$ cat src/rtl/line_clear_ctrl.sv
// Full-row removal engine for a falling-block game board: captures a locked
// board, scans bottom to top, drops everything above each full row, then writes back.
module line_clear_ctrl #(
    parameter int ROWS = 20,
    parameter int COLS = 10
) (
    input  logic                 Clk,
    input  logic                 Reset,
    input  logic                 start,
    input  logic [ROWS*COLS-1:0] board_in,
    output logic [ROWS*COLS-1:0] board_out,
    output logic                 board_we,
    output logic                 busy,
    output logic                 done,
    output logic [4:0]           lines_cleared,
    output logic [15:0]          total_lines
);

    localparam int RW = (ROWS > 1) ? $clog2(ROWS) : 1;
    localparam logic [RW-1:0] LAST_ROW = RW'(ROWS - 1);

    typedef enum logic [1:0] {
        IDLE,
        SCAN,
        SHIFT,
        WRITE
    } state_t;

    state_t               state_reg, state_next;
    logic [RW-1:0]        r_reg, r_next, r_plus;
    logic [4:0]           lines_reg, lines_next;
    logic [15:0]          total_reg;
    logic [16:0]          total_sum;
    logic [ROWS*COLS-1:0] board_out_reg;
    logic                 we_reg;
    logic                 busy_reg;

    logic [COLS-1:0]      board_reg    [ROWS];
    logic [COLS-1:0]      board_next   [ROWS];
    logic [COLS-1:0]      shifted_row  [ROWS];
    logic [ROWS*COLS-1:0] board_next_flat;
    logic [COLS-1:0]      row_above;
    logic                 row_full;
    logic                 row_above_full;
    logic                 capture;
    logic                 do_shift;

    assign capture  = (state_reg == IDLE) && start;
    assign do_shift = (state_reg == SHIFT);

    // Per-row next value: load on capture, drop by one row at and above r on a shift.
    generate
        for (genvar gi = 0; gi < ROWS; gi++) begin : g_row
            if (gi < ROWS - 1) begin : g_mid
                assign shifted_row[gi] = board_reg[gi+1];
            end else begin : g_top
                assign shifted_row[gi] = '0;
            end
            assign board_next[gi] = capture ? board_in[gi*COLS +: COLS] :
                                    (do_shift && (RW'(gi) >= r_reg)) ? shifted_row[gi] :
                                    board_reg[gi];
            assign board_next_flat[gi*COLS +: COLS] = board_next[gi];
        end
    endgenerate

    // After a shift, row r holds what was row r+1; SHIFT judges that row itself
    // so every removed line costs exactly one extra cycle.
    assign r_plus         = r_reg + RW'(1);
    assign row_above      = (r_reg == LAST_ROW) ? '0 : board_reg[r_plus];
    assign row_full       = &board_reg[r_reg];
    assign row_above_full = &row_above;

    always_comb begin
        state_next = state_reg;
        r_next     = r_reg;
        lines_next = lines_reg;
        case (state_reg)
            IDLE: begin
                if (start) begin
                    state_next = SCAN;
                    r_next     = '0;
                    lines_next = '0;
                end
            end
            SCAN: begin
                if (row_full) begin
                    state_next = SHIFT;
                end else if (r_reg == LAST_ROW) begin
                    state_next = WRITE;
                end else begin
                    r_next = r_plus;
                end
            end
            SHIFT: begin
                lines_next = lines_reg + 5'd1;
                if (row_above_full) begin
                    state_next = SHIFT;
                end else if (r_reg == LAST_ROW) begin
                    state_next = WRITE;
                end else begin
                    state_next = SCAN;
                    r_next     = r_plus;
                end
            end
            WRITE: begin
                state_next = IDLE;
            end
            default: begin
                state_next = IDLE;
            end
        endcase
    end

    assign total_sum = {1'b0, total_reg} + {12'd0, lines_next};

    always_ff @(posedge Clk) begin
        if (Reset) begin
            state_reg     <= IDLE;
            r_reg         <= '0;
            lines_reg     <= '0;
            total_reg     <= '0;
            board_out_reg <= '0;
            we_reg        <= 1'b0;
            busy_reg      <= 1'b0;
            for (int i = 0; i < ROWS; i++) begin
                board_reg[i] <= '0;
            end
        end else begin
            state_reg <= state_next;
            r_reg     <= r_next;
            lines_reg <= lines_next;
            board_reg <= board_next;
            busy_reg  <= (state_next != IDLE);
            we_reg    <= (state_next == WRITE);
            // Outputs are loaded on the edge entering WRITE so they are valid during it.
            if (state_next == WRITE) begin
                board_out_reg <= board_next_flat;
                total_reg     <= total_sum[16] ? 16'hFFFF : total_sum[15:0];
            end
        end
    end

    assign board_out     = board_out_reg;
    assign board_we      = we_reg;
    assign done          = we_reg;
    assign busy          = busy_reg;
    assign lines_cleared = lines_reg;
    assign total_lines   = total_reg;

endmodule

$ cat config.mk
export PLATFORM = sky130hd
export DESIGN_NAME = line_clear_ctrl
export DESIGN_NICKNAME = d
export VERILOG_FILES = /design/src/rtl/line_clear_ctrl.sv
export SDC_FILE = /design/constraint.sdc
export NUM_CORES = 1
export LEC_CHECK = 0
export ABC_AREA = 0
export BUFFER_PORTS_ARGS = -buffer_cell sky130_fd_sc_hd__buf_2
export CAP_MARGIN = 30
export CELL_PAD_IN_SITES_DETAIL_PLACEMENT = 0
export CELL_PAD_IN_SITES_GLOBAL_PLACEMENT = 2
export CORE_UTILIZATION = 31
export CTS_BUF_LIST = sky130_fd_sc_hd__clkbuf_8 sky130_fd_sc_hd__clkbuf_16
export CTS_CLUSTER_SIZE = 24
export DETAILED_ROUTE_END_ITERATION = 10
export GPL_ROUTABILITY_DRIVEN = 0
export PLACE_DENSITY = 0.84
export SYNTH_ARGS = -nofsm -noshare
export SYNTH_HDL_FRONTEND = slang
export SYNTH_SLANG_ARGS = --single-unit
$ cat constraint.sdc
create_clock -name Clk -period 4.1 [get_ports Clk]
set_clock_uncertainty 0.2 [all_clocks]
set_input_delay 0.205 -clock Clk [delete_from_list [all_inputs] [get_ports Clk]]
set_output_delay 0.205 -clock Clk [all_outputs]
set_load 0.02 [all_outputs]
==> impl_results.md <==
* Largest cells by area after synthesis: dfxtp_1 40%, mux2_4 11%, mux2i_1 7.9%
* CTS root buffer: clkbuf_16
* Post-Syn Nets at 2403
* Period minus WS final at 3.96 ns
* Count leader, synth: dfxtp_1
* Most common flop cell mapped by yosys: dfxtp_1
* Worst-Skew Late Latency at between 0.5 and 0.6 ns
* Worst-margin pin slew at ~1.1 ns
* Crit path required time at approximately 4.4 ns
* Post-synth top cells: 430 x dfxtp_1, 223 x nor2_1, 211 x nor2b_1, 171 x mux2i_1, 156 x mux2_4
* # fillers at 6700
* Area growth syn-to-layout at 33.3%
* Warnings, synthesis at 0
* Final WL at between 80000 and 90000 microns
* Tcrit/Tclk final at between 90% and 100%
* Finished Layout Cells at about 3.8k
* Drt via density at ~5.2
* Final nets at around 3k
* CP Launch Type: register
* GRT Overall Usage at 23.7%
* CP max FO at 20
* Number of enable flip-flop cells after synthesis at 0
* Drt drc at 0
* Setup violators final at 0
* H-tree depth at 2
* Max-Cap Viols at 0
* Total gr overflow at 0
* Syn avg cell area at 9.90 sq um
* Synthesized flop and latch total at 430
* # clock sinks at between 400 and 500
* Die height at 266 microns
* Total power at about 10 mW
* Clk pin slew, worst setup/hold paths at around 0.060 ns
* Antenna violations before repair at 1
* Starting Density at 31.4%
* Synth Instances at approximately 2.2k
* Post-synth ARST share at 0%
* Largest net degree at the start of global routing at 205
* Sequential area share after synthesis at between 30 and 40%
* HP Class: in2reg
* Die Area at approximately 70000 sq um
* Core ar. at 68800 sq um
* Synth area leader: dfxtp_1
* Dpl ws at 0.0975 ns
* # placed instances at between 3k and 4k
* Area after DPL at 25200 sq um
* IR drop worst, VDD at 0.271 mV
* Top-area cell type share of the netlist area at approximately two fifths
* P_leak at between 10 and 15 nW
* Clock Tree Buf Depth at 3
* TritonCTS Buffers at 48
* Post-Syn Area at between 20000 and 25000 sq um
* Cell area after layout at about 29000 sq um
* CTS tree: done
* Critical path class: reg2reg
* Post-DP HPWL at 64200 microns
* Status: completed
* IO buf count at between 400 and 500
* Via count at 19.8k
* Setup tns final at 0 ns
* Die X at about 270 microns
* Crit path DAT at approximately 4.2 ns
* Worst setup margin at approximately 0.14 ns
* DRT iter0 DRCs at between 1.5k and 2k
* Worst Setup End Kind: register
* Vias in the first global route at 20.2k
* Library cells used by synthesis at 76
* # rows at 96
* I/O Pins at 427
* # diodes at 0
* Pwr/cell area at approximately 350 nW/um^2
* Antenna violation net count after detailed routing at 0
* Routed len/inst at approximately 23 microns
* Final Hold Violating Endpoints at 0
* Layout cells sized above 1 at a little under a third
* First-pass GRT wire length at 128000 microns
* Peak Freq at around 0.25 GHz
* Max-slew violation count at 0
* Worst slew margin at about 27%
* First drt pass iteration count at 5
==> repair_timing <==
action                                  4_1_cts  5_1_grt
hold buffers                                200        0
hold endpoints to repair                    229        0
gates resized for setup                       0       15
buffers inserted                              0        1
endpoints found under the setup margin        0      208
==> final timing paths <==
kind / startpoint / end / slack, ns / cells after the start
hold / removal: Reset / board_reg[4] / 0.07 / 2
setup reg to reg: r_reg[2] / board_out[35] / 0.14 / 13
hold reg to reg: total_lines[15] / total_lines[15] / 0.33 / 2
setup / recovery: r_reg[2] / board_out[35] / 0.14 / 13
==> through the flow <==
stage / utilization [%] / hold slack (ns)
6_report: 41.9 / 0.0660
5_1_grt: 41.9 / 0.114
4_1_cts: 41.8 / 0.0511
3_5_place_dp: 36.6 / 0.300
3_3_place_gp: 36.6 / 0.296
2_1_floorplan: - / 0.195
==> power by group <==
group / total, mW / leakage, nW / internal, mW / switching [mW]
sequential: 4.66 / 3.51 / 4.36 / 0.301
clock: 4.33 / 0.831 / 2.51 / 1.82
combinational: 1.16 / 8.68 / 0.510 / 0.652
==> cell families after synthesis <==
kind of cell             share of synthesized area (%)
AND/OR/NAND/NOR                                   16.4
flip-flops                                        39.8
multiplexers                                      24.3
AO/OA/AOI/OAI                                     13.9
buffers and inverters                             4.46
adder cells (fa/ha/maj)                          0.844
XOR/XNOR                                         0.364
==> layout make-up <==
| cell class | count | area [sq um] | area share (%) |
|---|---|---|---|
| sequential | 430 | 8610 | 29.9 |
| inverter | 18 | 67.6 | 0.234 |
| tap | 931 | 1160 | 4.04 |
| clock buffer | 61 | 1390 | 4.82 |
| clock inverter | 25 | 181 | 0.629 |
| timing repair buffer | 748 | 5290 | 18.4 |
| multi-input combinational | 1560 | 12100 | 42.1 |
==> cells in the final DEF (no fill, tap or decap), types with 5 or more instances in the layout <==
cell type and n:
dlygate4sd3_1 200, and3_1 6, o22ai_1 11, clkbuf_8 13
nor2b_1 210, nor3_1 10, nand2b_1 9, nand2_1 107
buf_12 17, nand3_1 76, a22oi_1 29, buf_4 100
nand4_1 34, nor2_1 223, a21oi_1 42, dfxtp_1 427
and2_1 7, a221oi_1 16, clkbuf_16 49, mux2i_1 171
o21ai_0 29, mux4_2 16, a21o_1 5, inv_1 29
mux2_4 156, o211ai_1 14, ha_1 12, a311oi_1 48
a211oi_1 155, buf_2 425, a31oi_1 10, mux2_2 75
==> per-layer routing <==
layer | share of wire [%] | wire [microns] | GRT usage [%] | vias up
li1 | - | - | - | 9197
met1 | 45 | 38700 | 31.9 | 9644
met2 | 46 | 39900 | 38.0 | 749
met3 | 5.8 | 5030 | 3.97 | 178
met4 | 3.4 | 2950 | 8.28 | 2
met5 | 0.015 | 13 | 0 | -
==> critical path, stage by stage, from the launching register on <==
cell,delay [ns]
dfxtp_2,0.35
buf_4,0.23
inv_1,0.36
nand2_1,0.20
a21oi_1,0.18
o21ai_0,0.19
o21ai_0,0.24
or3b_1,0.45
o32a_1,0.42
o21ai_4,0.22
nand2_8,0.10
buf_12,0.18
buf_4,0.18
mux2_4,0.30
(Power assumes the default switching activity.)
